<file path="config.mk">
export PLATFORM = sky130hd
export DESIGN_NAME = axi_to_simple_axi
export DESIGN_NICKNAME = d
export VERILOG_FILES = /design/src/rtl/axi_to_simple_axi.sv
export SDC_FILE = /design/constraint.sdc
export NUM_CORES = 1
export LEC_CHECK = 0
export CAP_MARGIN = 25
export CORE_MARGIN = 2
export CORE_UTILIZATION = 38
export CTS_CLUSTER_DIAMETER = 150
export CTS_CLUSTER_SIZE = 8
export DETAILED_ROUTE_END_ITERATION = 12
export PLACE_DENSITY_LB_ADDON = 0.15
export SKIP_CTS_REPAIR_TIMING = 1
export SKIP_LAST_GASP = 1
export SYNTH_ARGS = -nofsm -noshare
export SYNTH_HDL_FRONTEND = slang
export SYNTH_SLANG_ARGS = --single-unit
</file>
<file path="constraint.sdc">
create_clock -name clk_i -period 5.09 [get_ports clk_i]
set_clock_uncertainty 0.15 [all_clocks]
set_input_delay 1.2725 -clock clk_i [delete_from_list [all_inputs] [get_ports clk_i]]
set_output_delay 1.2725 -clock clk_i [all_outputs]
set_load 0.01 [all_outputs]
</file>
<file path="src/rtl/axi_to_simple_axi.sv">
// AXI4 slave to simple valid/ready bridge.
// Write and read paths are independent FSMs. Writes stream through at one beat
// per cycle. Reads issue one simple request per beat, and each response is
// buffered before it is returned on the R channel.
module axi_to_simple_axi #(
    parameter int AXI_ADDR_W = 32,
    parameter int AXI_DATA_W = 32,
    parameter int AXI_LEN_W  = 8,
    parameter int AXI_ID_W   = 4
) (
    input  logic                    clk_i,
    input  logic                    rst_i,
    // AXI write address
    input  logic [AXI_ID_W-1:0]     axi_awid_i,
    input  logic [AXI_ADDR_W-1:0]   axi_awaddr_i,
    input  logic [AXI_LEN_W-1:0]    axi_awlen_i,
    input  logic [2:0]              axi_awsize_i,
    input  logic [1:0]              axi_awburst_i,
    input  logic                    axi_awvalid_i,
    output logic                    axi_awready_o,
    // AXI write data
    input  logic [AXI_DATA_W-1:0]   axi_wdata_i,
    input  logic [AXI_DATA_W/8-1:0] axi_wstrb_i,
    input  logic                    axi_wlast_i,
    input  logic                    axi_wvalid_i,
    output logic                    axi_wready_o,
    // AXI write response
    output logic [AXI_ID_W-1:0]     axi_bid_o,
    output logic [1:0]              axi_bresp_o,
    output logic                    axi_bvalid_o,
    input  logic                    axi_bready_i,
    // AXI read address
    input  logic [AXI_ID_W-1:0]     axi_arid_i,
    input  logic [AXI_ADDR_W-1:0]   axi_araddr_i,
    input  logic [AXI_LEN_W-1:0]    axi_arlen_i,
    input  logic [2:0]              axi_arsize_i,
    input  logic [1:0]              axi_arburst_i,
    input  logic                    axi_arvalid_i,
    output logic                    axi_arready_o,
    // AXI read data
    output logic [AXI_ID_W-1:0]     axi_rid_o,
    output logic [AXI_DATA_W-1:0]   axi_rdata_o,
    output logic [1:0]              axi_rresp_o,
    output logic                    axi_rlast_o,
    output logic                    axi_rvalid_o,
    input  logic                    axi_rready_i,
    // simple write port
    output logic                    s_wvalid_o,
    input  logic                    s_wready_i,
    output logic [AXI_ADDR_W-1:0]   s_waddr_o,
    output logic [AXI_DATA_W-1:0]   s_wdata_o,
    output logic [AXI_DATA_W/8-1:0] s_wstrb_o,
    output logic                    s_wlast_o,
    // simple read port
    output logic                    s_rvalid_o,
    input  logic                    s_rready_i,
    output logic [AXI_ADDR_W-1:0]   s_raddr_o,
    input  logic [AXI_DATA_W-1:0]   s_rdata_i,
    input  logic                    s_rdvalid_i
);

    localparam int STRB_W = AXI_DATA_W / 8;
    localparam logic [AXI_ADDR_W-1:0] BEAT_BYTES = AXI_ADDR_W'(AXI_DATA_W / 8);
    localparam logic [AXI_LEN_W-1:0]  LEN_ONE    = AXI_LEN_W'(1);

    typedef enum logic [1:0] {
        W_IDLE = 2'd0,
        W_DATA = 2'd1,
        W_RESP = 2'd2
    } w_state_t;

    typedef enum logic [1:0] {
        R_IDLE = 2'd0,
        R_REQ  = 2'd1,
        R_WAIT = 2'd2,
        R_DATA = 2'd3
    } r_state_t;

    w_state_t w_state_r, w_state_s;
    r_state_t r_state_r, r_state_s;

    logic [AXI_ID_W-1:0]   wid_r;
    logic [AXI_ADDR_W-1:0] waddr_r;
    logic [AXI_LEN_W-1:0]  wlen_r;
    logic [AXI_LEN_W-1:0]  wcnt_r;
    logic                  werr_r;

    logic [AXI_ID_W-1:0]   rid_r;
    logic [AXI_ADDR_W-1:0] raddr_r;
    logic [AXI_LEN_W-1:0]  rlen_r;
    logic [AXI_LEN_W-1:0]  rcnt_r;
    logic [AXI_DATA_W-1:0] rbuf_r;

    logic aw_hs_s;
    logic w_beat_s;
    logic w_final_s;
    logic ar_hs_s;
    logic r_final_s;

    // Size and burst type are fixed by construction; they are only sunk here.
    logic unused_s;
    assign unused_s = ^{axi_awsize_i, axi_awburst_i, axi_arsize_i, axi_arburst_i};

    assign aw_hs_s   = (w_state_r == W_IDLE) && axi_awvalid_i;
    assign w_beat_s  = (w_state_r == W_DATA) && axi_wvalid_i && s_wready_i;
    assign w_final_s = (wcnt_r == wlen_r);
    assign ar_hs_s   = (r_state_r == R_IDLE) && axi_arvalid_i;
    assign r_final_s = (rcnt_r == rlen_r);

    // Write FSM state register.
    always_ff @(posedge clk_i or posedge rst_i) begin
        if (rst_i) begin
            w_state_r <= W_IDLE;
        end else begin
            w_state_r <= w_state_s;
        end
    end

    // Write FSM next-state decode.
    always_comb begin
        w_state_s = w_state_r;
        case (w_state_r)
            W_IDLE: begin
                if (axi_awvalid_i) w_state_s = W_DATA;
                else               w_state_s = W_IDLE;
            end
            W_DATA: begin
                if (w_beat_s && w_final_s) w_state_s = W_RESP;
                else                       w_state_s = W_DATA;
            end
            W_RESP: begin
                if (axi_bready_i) w_state_s = W_IDLE;
                else              w_state_s = W_RESP;
            end
            default: w_state_s = W_IDLE;
        endcase
    end

    // Write burst context: captured on AW, advanced on every forwarded beat.
    always_ff @(posedge clk_i or posedge rst_i) begin
        if (rst_i) begin
            wid_r   <= {AXI_ID_W{1'b0}};
            waddr_r <= {AXI_ADDR_W{1'b0}};
            wlen_r  <= {AXI_LEN_W{1'b0}};
            wcnt_r  <= {AXI_LEN_W{1'b0}};
            werr_r  <= 1'b0;
        end else if (aw_hs_s) begin
            wid_r   <= axi_awid_i;
            waddr_r <= axi_awaddr_i;
            wlen_r  <= axi_awlen_i;
            wcnt_r  <= {AXI_LEN_W{1'b0}};
            werr_r  <= 1'b0;
        end else if (w_beat_s) begin
            waddr_r <= waddr_r + BEAT_BYTES;
            wcnt_r  <= wcnt_r + LEN_ONE;
            if (axi_wlast_i != w_final_s) begin
                werr_r <= 1'b1;
            end
        end
    end

    // Write channel outputs; W data is gated so nothing leaks outside a burst.
    assign axi_awready_o = (w_state_r == W_IDLE);
    assign axi_wready_o  = (w_state_r == W_DATA) && s_wready_i;
    assign s_wvalid_o    = (w_state_r == W_DATA) && axi_wvalid_i;
    assign s_waddr_o     = waddr_r;
    assign s_wdata_o     = (w_state_r == W_DATA) ? axi_wdata_i : {AXI_DATA_W{1'b0}};
    assign s_wstrb_o     = (w_state_r == W_DATA) ? axi_wstrb_i : {STRB_W{1'b0}};
    assign s_wlast_o     = (w_state_r == W_DATA) && w_final_s;
    assign axi_bvalid_o  = (w_state_r == W_RESP);
    assign axi_bid_o     = wid_r;
    assign axi_bresp_o   = ((w_state_r == W_RESP) && werr_r) ? 2'b10 : 2'b00;

    // Read FSM state register.
    always_ff @(posedge clk_i or posedge rst_i) begin
        if (rst_i) begin
            r_state_r <= R_IDLE;
        end else begin
            r_state_r <= r_state_s;
        end
    end

    // Read FSM next-state decode.
    always_comb begin
        r_state_s = r_state_r;
        case (r_state_r)
            R_IDLE: begin
                if (axi_arvalid_i) r_state_s = R_REQ;
                else               r_state_s = R_IDLE;
            end
            R_REQ: begin
                if (s_rready_i) r_state_s = R_WAIT;
                else            r_state_s = R_REQ;
            end
            R_WAIT: begin
                if (s_rdvalid_i) r_state_s = R_DATA;
                else             r_state_s = R_WAIT;
            end
            R_DATA: begin
                if (axi_rready_i && r_final_s)  r_state_s = R_IDLE;
                else if (axi_rready_i)          r_state_s = R_REQ;
                else                            r_state_s = R_DATA;
            end
            default: r_state_s = R_IDLE;
        endcase
    end

    // Read burst context and response buffer; responses outside R_WAIT are dropped.
    always_ff @(posedge clk_i or posedge rst_i) begin
        if (rst_i) begin
            rid_r   <= {AXI_ID_W{1'b0}};
            raddr_r <= {AXI_ADDR_W{1'b0}};
            rlen_r  <= {AXI_LEN_W{1'b0}};
            rcnt_r  <= {AXI_LEN_W{1'b0}};
            rbuf_r  <= {AXI_DATA_W{1'b0}};
        end else begin
            if (ar_hs_s) begin
                rid_r   <= axi_arid_i;
                raddr_r <= axi_araddr_i;
                rlen_r  <= axi_arlen_i;
                rcnt_r  <= {AXI_LEN_W{1'b0}};
            end else if ((r_state_r == R_DATA) && axi_rready_i && !r_final_s) begin
                raddr_r <= raddr_r + BEAT_BYTES;
                rcnt_r  <= rcnt_r + LEN_ONE;
            end
            if ((r_state_r == R_WAIT) && s_rdvalid_i) begin
                rbuf_r <= s_rdata_i;
            end
        end
    end

    // Read channel outputs, decoded from state and registers only.
    assign axi_arready_o = (r_state_r == R_IDLE);
    assign s_rvalid_o    = (r_state_r == R_REQ);
    assign s_raddr_o     = raddr_r;
    assign axi_rvalid_o  = (r_state_r == R_DATA);
    assign axi_rid_o     = rid_r;
    assign axi_rdata_o   = rbuf_r;
    assign axi_rresp_o   = 2'b00;
    assign axi_rlast_o   = (r_state_r == R_DATA) && r_final_s;

endmodule

</file>
## After elaboration in Yosys (flattened, before gate mapping)

Index checks and enable logic that the tools add are counted.

| storage, ports and cells | value |
|---|---|
| word-level logic and storage cells | 68 |
| output and inout bits | 153 |
| bits of input ports | 177 |
| bits in registers | 141 |

| operators by class | value |
|---|---|
| add/subtract/negate cells | 4 |
| multiplexer cells | 24 |
| reductions and logical operators | 20 |
| equal/unequal tests | 8 |

Operator list:

| cell | count |
|---|---|
| $mux W32 | 5 |
| $add A32 B3 Y32 const B | 2 |
| $mux W8 | 4 |
| $add A8 B1 Y8 const B | 2 |
| $eq A8 B8 Y1 | 2 |
| $logic_and A1 B1 Y1 | 13 |
| $mux W2 | 6 |
| $pmux W2 S4 | 1 |
| $eq A2 B2 Y1 const B | 3 |
| $mux W1 | 6 |
| $pmux W2 S3 | 1 |
| $reduce_bool A2 Y1 | 3 |
| $eq A2 B1 Y1 const B | 2 |
| $logic_not A2 Y1 | 2 |
| $mux W4 | 1 |
| $reduce_and A2 Y1 | 1 |
| $logic_not A1 Y1 | 1 |
| $ne A1 B1 Y1 | 1 |

## Depth between registers and ports, before layout

Gate-level depths: netlist (run 1).

| logic depth | value |
|---|---|
| depth in word-level cells | 6 |
| gate-level depth with buffers | 8 |
| depth with buffers taken out | 6 |

## Worst setup path before layout (run 1)

Ideal clock, no wire load.

| timing path | value |
|---|---|
| kind | register to output |
| start | register rcnt_r[5] |
| end | output port axi_rlast_o |
| cell stages (with the launch flop) | 5 |
| setup slack | 2.082 ns |
| arrival | 1.586 ns |
| path buffers | 1 |
| data required time | 3.668 ns |
| cell sequence | dfrtp_1 xor2_1 nor4_4 buf_2 and3_1 |

| between the ends | value |
|---|---|
| longest elaborated chain between the ends | 2 |

RTL lines:

| item | line | RTL |
|---|---|---|
| start: declaration | 91 | `logic [AXI_LEN_W-1:0] rcnt_r;` |
| start signal: assignment | 214 | `rcnt_r <= {AXI_LEN_W{1'b0}};` |
| start signal: assignment | 221 | `rcnt_r <= {AXI_LEN_W{1'b0}};` |
| start signal: assignment | 224 | `rcnt_r <= rcnt_r + LEN_ONE;` |
| $eq A8 B8 Y1 | 108 | `assign r_final_s = (rcnt_r == rlen_r);` |
| $logic_and A1 B1 Y1 | 240 | `assign axi_rlast_o = (r_state_r == R_DATA) && r_final_s;` |
| end: declaration | 44 | `output logic axi_rlast_o,` |

Every way passes these cells.

## Worst setup path after layout (run 1)

| timing path | value |
|---|---|
| start | input port s_wready_i |
| end | output port axi_wready_o |

| between the ends | value |
|---|---|
| longest elaborated chain between the ends | 1 |

RTL lines:

| item | line | RTL |
|---|---|---|
| start: declaration | 49 | `input logic s_wready_i,` |
| $logic_and A1 B1 Y1 | 164 | `assign axi_wready_o = (w_state_r == W_DATA) && s_wready_i;` |
| end: declaration | 26 | `output logic axi_wready_o,` |

Every way passes these cells.

==> summary.txt, run 1 <==
Delay-heaviest family, CP: buffers and inverters
Routing usage on met3: 0.05132
YS warnings: 0
H-Tree Depth: 4
Clk pin slew, worst setup/hold paths: 60 ps
Worst-Margin Slew: 1056 ps
Worst R2R Setup Slack: 2460 ps
Most frequent cell after synthesis: nand2_1
Crit share post-route: 0.7765
RSZ-0062 raised after global routing: no
Post-synth EDFFs: 0
Root Driver: clkbuf_16
Largest net degree at the start of global routing: 43
Core Area: 19270 µm²
Register area share after synthesis: 0.4767
Max_cap viols: 0
Final Net Count: 1269
Mapped Cells: 779
Final std cells w/o fill: 1366
Vias in the first global route: 6417
Cell variety after synth: 60
Setup WS pre-CTS: 1129 ps
Slew Limit Fails: 0
CTS Sinks: 141
M2 GR Usage: 0.3414
First drt pass iteration count: 5
Synthesis-to-layout area growth: 55.54%
Leading area contributor after synthesis: dfrtp_1
Per-cell routed wire length: 16.02 µm
GR peak layer: met2
Die Footprint: 20610 µm²
Synth async-reset ratio: 1.000
DRC: 0
Post-DP Area: 10870 µm²
Die Ht: 143.6 µm
Synthesized area per cell: 9.502 µm²
Detail Placement HPWL: 16.18 mm
WS Path Type: input port to output port
Post-Route WL: 21.89 mm
Max Fclk: 253.0 MHz
CP endpoint kind: output port
Synth top area share: 0.4767
IO Port Bufs: 316
Top post-synthesis cells by area: dfrtp_1, nand2_1, mux2_2
Clk_lat worst skew: 420 ps
Outcome: completed
Overall Global Routing Usage: 0.2110
CP Cell Sequence: clkdlybuf4s50_1, and2_1, clkdlybuf4s50_1
Top cells by count, synth: nand2_1, dfrtp_1, and2_1, nor2_1, xnor2_1
CTS buffer count: 17
Die width: 143.6 µm
Gp weighted congestion: 0.8528
Most frequent CP cell: clkdlybuf4s50_1
CTS Buffer Depth: 2
Wire length of the first global-routing pass: 34.21 mm
Worst-path maximum fanout: 3
Max transition margin: 0.2961
CP Buf/Inv Count: 2
Share of cells above drive strength 1: 0.08992
CP max stage cell: clkdlybuf4s50_1
HP Class: register to register
Final hold vios: 0
Global-route track usage on met1: 0.2817
Max incr delay on CP: 570 ps
Static Leak: 4.761 nW
Placed Cells: 1334
Peak supply drop: 0.2914 mV
Initial antenna violation count: 0
Antenna cells: 0
Mapped cell area: 7402 µm²
Setup violators final: 0
Main flop type after synthesis: dfrtp_1
Worst Path Required: 3670 ps
Power Density: 548.5 nW/µm²
Overall Power: 6.315 mW
Post-route design area: 11510 µm²
Flops & latches, synth: 141
Antenna viol nets, final: 0
Rows: 51
Crit path DAT: 2530 ps
Routed vias/inst: 4.903
Top-Level Pins: 330
Initial Utilization: 0.3841
Critical Path Start Type: input port
TNS Setup: 0 ps
Post-route setup slack: 1138 ps
Grt total ovfl: 0
Vias post-DR: 6697
CTS tree: done
Tmin final: 3952 ps
Initial DRC count: 431
==> worst register-to-register path, stage by stage (launching register included) <==
cell and delay [ps]:
dfrtp_1 430, xor2_1 270, nor4_4 80, buf_4 220, a21oi_2 860, a31oi_1 200
a211o_1 310
==> cell families after synthesis <==
family / after synthesis / synth area share
AOI/OAI and AO/OA: 98 / 0.08925
buffers and inverters: 47 / 0.02654
adders and majority gates: 4 / 0.006762
DFF: 141 / 0.4767
and+or+nand+nor: 381 / 0.2606
other: 1 / 0.0005066
xor gates and xnor gates: 65 / 0.07691
muxes: 42 / 0.06271
==> final timing paths <==
| kind | startpoint | to | depth (start not counted) |
|---|---|---|---|
| max | s_wready_i | axi_wready_o | 3 |
| min | werr_r | werr_r | 2 |
| max reg2reg | rcnt_r[2] | s_raddr_o[30] | 6 |
| min reg2reg | werr_r | werr_r | 2 |
| max in group asynchronous | rst_i | s_waddr_o[1] | 3 |
| min in group asynchronous | rst_i | axi_rdata_o[23] | 2 |
==> routing by layer <==
| layer | routed length (µm) | part of all wire | vias to the layer above |
|---|---|---|---|
| li1 | - | - | 3301 |
| met1 | 9647 | 0.44 | 3170 |
| met2 | 10380 | 0.47 | 206 |
| met3 | 1532 | 0.070 | 20 |
| met4 | 331 | 0.015 | 0 |
| met5 | 0 | 0 | - |
==> cell usage in the layout, fill, tap and decap left out, types with 5 or more instances in the layout <==
master	n
and4_1	6
and3_1	19
inv_6	5
buf_4	10
o21ai_0	24
nand4_1	26
nor3_1	7
o211ai_1	7
xor2_1	29
nor2_1	36
clkbuf_16	17
o21ai_1	13
nand3_1	30
a21oi_1	13
mux2_2	35
dfrtp_1	141
a211oi_1	8
clkdlybuf4s50_1	316
a31oi_1	7
inv_1	5
and2_1	48
xnor2_1	36
mux2i_1	7
nand2_1	178
==> metrics by stage <==
stage | utilization | hold WS [ps]
floorplan | - | 291.8
global placement | 0.5632 | 307.9
detailed placement | 0.5640 | 312.2
CTS | 0.5975 | 325.7
global route | 0.5975 | 341.4
finish | 0.5975 | 317.0
==> power by group <==
group	internal (mW)	switching (mW)	total (mW)
Combinational	1.58	1.27	2.85
Sequential	1.63	0.475	2.10
Clock	0.844	0.521	1.36
Total	4.05	2.27	6.31
==> sequential cells by signal, summed over array words and instances (netlist names) <==
name / cells
s_raddr_o: 32
s_waddr_o: 32
werr_r: 1
axi_rid_o: 4
wcnt_r: 8
wlen_r: 8
r_state_r: 2
rcnt_r: 8
axi_rdata_o: 32
w_state_r: 2
rlen_r: 8
axi_bid_o: 4
==> final cells by class <==
class                      instances  area [µm²]
sequential                       141        3528
fill                            1685        7757
clock buffer                      18       439.2
inverter                           6       26.28
multi-input combinational        593        3690
timing repair buffer             329        3293
tap                              265       331.6
clock inverter                    14       205.2
Power figures use the tool's default switching activity.
==> run 2: changes to the inputs <==
clock period = 3.35 ns   (was 5.09 ns; I/O delays follow)
==> summary.txt, run 2 (same netlist as run 1, synthesis figures left out) <==
Outcome: completed
Setup violators final: 0 (unchanged)
CP max stage cell: clkdlybuf4s50_1
Worst R2R Setup Slack: 1100 ps (-1360 ps)
Per-cell routed wire length: 16.11 µm (+0.55%)
Rows: 51 (unchanged)
Initial Utilization: 0.3841 (unchanged)
CTS buffer count: 17 (unchanged)
Gp weighted congestion: 0.8766 (+2.8%)
IO Port Bufs: 316 (unchanged)
Worst-path maximum fanout: 4 (+1)
Grt total ovfl: 0 (unchanged)
Setup WS pre-CTS: 283.0 ps (-846.4 ps)
Max Fclk: 313.0 MHz
DRC: 0 (unchanged)
Comb power frac: 0.449 (-0.002)
Worst r2r path cells: 7 (+1)
Vias in the first global route: 6560 (+2.2%)
Clk_lat worst skew: 410 ps (about the same)
Root Driver: clkbuf_16
P_sw: 3.427 mW (+51%)
Hold_ws: 319.8 ps (+2.842 ps)
Core Area: 19270 µm² (unchanged)
Peak supply drop: 0.5527 mV (+90%)
Final hold vios: 0 (unchanged)
CP Capture Point: s_wlast_o
Sequential Power Share: 0.330 (-0.003)
FF-to-FF Start: rcnt_r[5]
Routed vias/inst: 4.919 (+0.33%)
Post-route design area: 11580 µm² (+0.62%)
Overall Global Routing Usage: 0.2155 (+0.004491)
Post-route setup slack: 155.5 ps (-982.1 ps)
Largest net degree at the start of global routing: 57 (+33%)
RSZ-0062 raised after global routing: no
CTS Sinks: 141 (unchanged)
Post-Route WL: 22.09 mm (+0.91%)
Detail Placement HPWL: 16.41 mm (+1.4%)
Wire length of the first global-routing pass: 35.06 mm (+2.5%)
Die Ht: 143.6 µm (unchanged)
Initial antenna violation count: 0 (unchanged)
Crit path DAT: 2210 ps (-320 ps)
RR Endpoint: s_raddr_o[30]
CTS tree: done
WS Path Type: register to output port
Clock network power share: 0.221 (+0.005)
Slew Limit Fails: 0 (unchanged)
First drt pass iteration count: 6 (+1)
Die Footprint: 20610 µm² (unchanged)
Crit share post-route: 0.9536
Synthesis-to-layout area growth: 56.51%
Worst Path Required: 2360 ps (-1310 ps)
Antenna viol nets, final: 0 (unchanged)
Commonest non-fill, non-tap cell in the layout: clkdlybuf4s50_1
Max_cap viols: 0 (unchanged)
Power Density: 837.7 nW/µm² (+53%)
CTS Buffer Depth: 2 (unchanged)
TNS Setup: 0 ps (unchanged)
Final Net Count: 1275 (+0.47%)
Worst-Margin Slew: 660.1 ps (-395.7 ps)
HP Class: register to register
Initial DRC count: 318 (-26%)
CP endpoint kind: output port
Max transition margin: 0.5588 (+0.2627)
Max incr delay on CP: 580 ps (about the same)
Critical Path Start Type: register
Top-Level Pins: 330 (unchanged)
Antenna cells: 0 (unchanged)
Share of cells above drive strength 1: 0.09403 (+0.004114)
Post-DP Area: 10920 µm² (+0.46%)
Static Leak: 4.802 nW (+0.87%)
Crit path from: wcnt_r[0]
Net Sw Frac: 0.3531 (-0.005945)
CP Cell Sequence: xnor2_1, nand4_1, nor2_1, and2_1, clkdlybuf4s50_1
Commonest non-fill, non-tap cells in the layout: clkdlybuf4s50_1, nand2_1, dfrtp_1, and2_1
Vias post-DR: 6744 (+0.70%)
Post-layout util: 0.6012 (+0.003701)
Clk pin slew, worst setup/hold paths: 60 ps (about the same)
Tmin final: 3195 ps
H-Tree Depth: 4 (unchanged)
Internal: 6.278 mW (+55%)
Die width: 143.6 µm (unchanged)
[run 2: how the worst min path moves through the flow]
stage,to,from,depth (start not counted)
floorplan,werr_r,werr_r,2
global placement,axi_bid_o[2],axi_bid_o[2],2
detailed placement,s_waddr_o[1],s_waddr_o[1],2
CTS,s_waddr_o[1],s_waddr_o[1],2
global route,werr_r,werr_r,2
finish,werr_r,werr_r,2
[run 2: layer usage]
metal | share of wire | vias to the layer above | global-route usage
met2 | 0.48 | 219 | 0.3461
met4 | 0.013 | 0 | 0.04954
met3 | 0.072 | 19 | 0.06231
met1 | 0.43 | 3188 | 0.2893
li1 | - | 3318 | -
met5 | 0 | - | 0
[run 2: final cells by class]
type / count / area, µm²
sequential: 141 / 3528
multi-input combinational: 593 / 3690
fill: 1700 / 7686
clock inverter: 14 / 240.2
clock buffer: 17 / 425.4
inverter: 6 / 26.28
tap: 265 / 331.6
timing repair buffer: 335 / 3343
[run 2: through the flow]
| step | power [mW] | instances |
|---|---|---|
| 2_1_floorplan | 5.266 | 781 |
| 3_3_place_gp | 7.512 | 1340 |
| 3_5_place_dp | 7.602 | 1340 |
| 4_1_cts | 9.801 | 1371 |
| 5_1_grt | 10.34 | 1371 |
| 6_report | 9.705 | 1371 |
[run 2: worst max-delay path, delay by kind of cell, from the launching register on]
family | cells | cell delay, ps
and+or+nand+nor | 3 | 580
buffers and inverters | 1 | 580
DFF | 1 | 420
xor gates and xnor gates | 1 | 220
[run 2: power groups by stage]
| stage | sequential, mW | clock (mW) | combinational [mW] |
|---|---|---|---|
| 2_1_floorplan | 3.36 | 0 | 1.90 |
| 3_3_place_gp | 3.19 | 0 | 4.32 |
| 3_5_place_dp | 3.22 | 0 | 4.39 |
| 4_1_cts | 3.20 | 2.19 | 4.41 |
| 5_1_grt | 3.32 | 2.27 | 4.74 |
| 6_report | 3.20 | 2.14 | 4.36 |
==> variant, RTL diff (settings of run 1) <==
Set the parameter `AXI_ID_W` to 3 (it was 4).
--- a/src/rtl/axi_to_simple_axi.sv
+++ b/src/rtl/axi_to_simple_axi.sv
@@ -8,3 +8,3 @@
     parameter int AXI_LEN_W  = 8,
-    parameter int AXI_ID_W   = 4
+    parameter int AXI_ID_W   = 3
 ) (
Ports: changed (resized axi_arid_i, axi_awid_i, axi_bid_o and axi_rid_o); port bits go from 330 to 326. The function was not compared with the original's and may differ.
==> variant against run 1 <==
- power decreased by 1.2%
- routed wire length increased by 3.0%
- first-iteration DRC count fell by 19%
- sequential share of layout area is 0.093 points higher
- critical path depth is 1 higher
- design area fell by 1.7%
- fmax down 2.8%
- setup slack got worse by 0.11 ns
- synthesized area down 1.2%
- sequential cell count fell by 2
==> variant: results (changes against run 1) <==
.. list-table::
   :header-rows: 1

   * - Metric
     - Value
   * - Run status
     - finished clean
   * - Maximum number of pins on one net before global-route repair
     - 70 (+63%)
   * - Reg2Reg Capture Point
     - s_raddr_o[13]
   * - Largest fanout on the critical path
     - 22 (+19)
   * - Hold Crit Endpoint
     - axi_bid_o[2]
   * - Insertion delay of the later-clocked pin in the worst-skew pair
     - 0.42 ns (about the same)
   * - Register area share after synthesis
     - 47.6% (-0.089 points)
   * - Final routed wire length divided by cell count
     - 17.1 um (+6.5%)
   * - Clock-pin slew on the worst setup and hold paths
     - around 0.070 ns
   * - Worst r2r src
     - r_state_r[1]
   * - Vias after detailed routing
     - 6,817 (+1.8%)
   * - Relative slew margins
     - 34.5% (+4.9 points)
   * - Arrival time reported for the critical path endpoint
     - 2.64 ns (+0.11 ns)
   * - Fraction of layout instances using a drive strength above 1
     - 9.28% (+0.29 points)
   * - Leakage Power
     - 4.54 nW (-4.6%)
   * - GPL Wtd Cong
     - 0.828 (-2.9%)
   * - Logic depth of the worst register-to-register path
     - 5 (-1)
   * - DRT Pass-1 Iters
     - 4 (-1)
   * - Post-synth top cells
     - 156 x nand2_1, 139 x dfrtp_1, 49 x nor2_1
   * - Top area cells in the synthesized netlist
     - dfrtp_1 48%, nand2_1 8.0%, mux2_2 5.2%
   * - Highest cell delay on the worst timing path
     - 0.74 ns (+0.17 ns)
   * - WHS
     - 0.323 ns (+0.00601 ns)
   * - Net count of the finished layout
     - 1,255 (-1.1%)
   * - Detailed placer's ending HPWL
     - 16,600 um (+2.7%)
   * - Critical hold path startpoint
     - axi_bid_o[2]
   * - DP Area
     - 0.0107 mm2 (-1.7%)
   * - Number of global-route vias before repair
     - 6,903 (+7.6%)
   * - Number of warnings issued by yosys
     - 0 (unchanged)
   * - Peak supply drop
     - 0.353 mV (+21%)
   * - Setup slack, reg-to-reg
     - 2.54 ns (+0.08 ns)
   * - Count of distinct cell types in the synthesized netlist
     - 57 (-5.0%)
   * - Total global routing track utilization
     - 22.3% (+1.2 points)
   * - Initial DRC count
     - 351 (-19%)
   * - Count of buffers inserted at the top-level ports
     - 312 (-1.3%)
variant: cell types whose count changed after synthesis, moves of 7 or more:
| cell | delta |
|---|---|
| o21ai_0 | +11 |
| and2_1 | -7 |
| o21ai_1 | -13 |
| nand2_1 | -22 |
| and3_1 | -9 |
| nor4_1 | +7 |
| nor2_1 | +13 |
variant: worst max-delay path: cells and delay by family (launching register included):
family,cells,cell delay [ns]
AND/OR/NAND/NOR,2,0.92
flip-flops,1,0.43
buffers and inverters,2,0.88
variant: cell families after synthesis:
group,synth area share [%]
compound gates,9.09
buf+inv,3.32
flops,47.6
other cells,0.0513
simple gates,25.8
mux,6.06
xor+xnor,7.43
fa+ha+maj,0.685
variant: worst max path at each step:
stage	startpoint	to	slack [ns]	cells past startpoint
after CTS	w_state_r[0]	s_wdata_o[8]	0.95	4
after floorplan	rst_i	axi_bid_o[0]	1.93	1
after detailed placement	axi_wdata_i[6]	s_wdata_o[6]	1.19	3
after global routing	w_state_r[0]	s_wdata_o[8]	0.83	4
final	w_state_r[0]	s_wdata_o[8]	1.02	4
after global placement	axi_wdata_i[6]	s_wdata_o[6]	1.18	3
variant: stage by stage:
stage               worst slack [ns]  cells  total power, mW
detailed placement              1.19   1291             4.91
global placement                1.18   1288             4.83
floorplan                       1.93    777             3.43
finish                          1.02   1322             6.24
global route                   0.834   1322             6.65
CTS                            0.945   1322             6.30
variant: metal layers:
layer	vias to the layer above	global-route usage [%]	part of all wire, %
met5	-	0	0
met4	0	5.32	1.1
met3	17	7.48	7.9
met2	244	38.1	49
met1	3262	27.1	42
li1	3294	-	-
variant: final cells by class:
| cell class | count | area, um2 |
|---|---|---|
| clock buffer | 17 | 425 |
| clock inverter | 14 | 206 |
| fill | 1645 | 7450 |
| inverter | 6 | 26.3 |
| multi-input combinational | 588 | 3610 |
| sequential | 139 | 3480 |
| tap | 234 | 293 |
| timing repair buffer | 324 | 3280 |
variant: power breakdown:
group          leakage [nW]  total, mW  switching (mW)  internal [mW]
sequential             1.68       2.13           0.536           1.60
combinational          2.56       2.76            1.22           1.53
clock                 0.299       1.35           0.517          0.829
total                  4.54       6.24            2.28           3.96
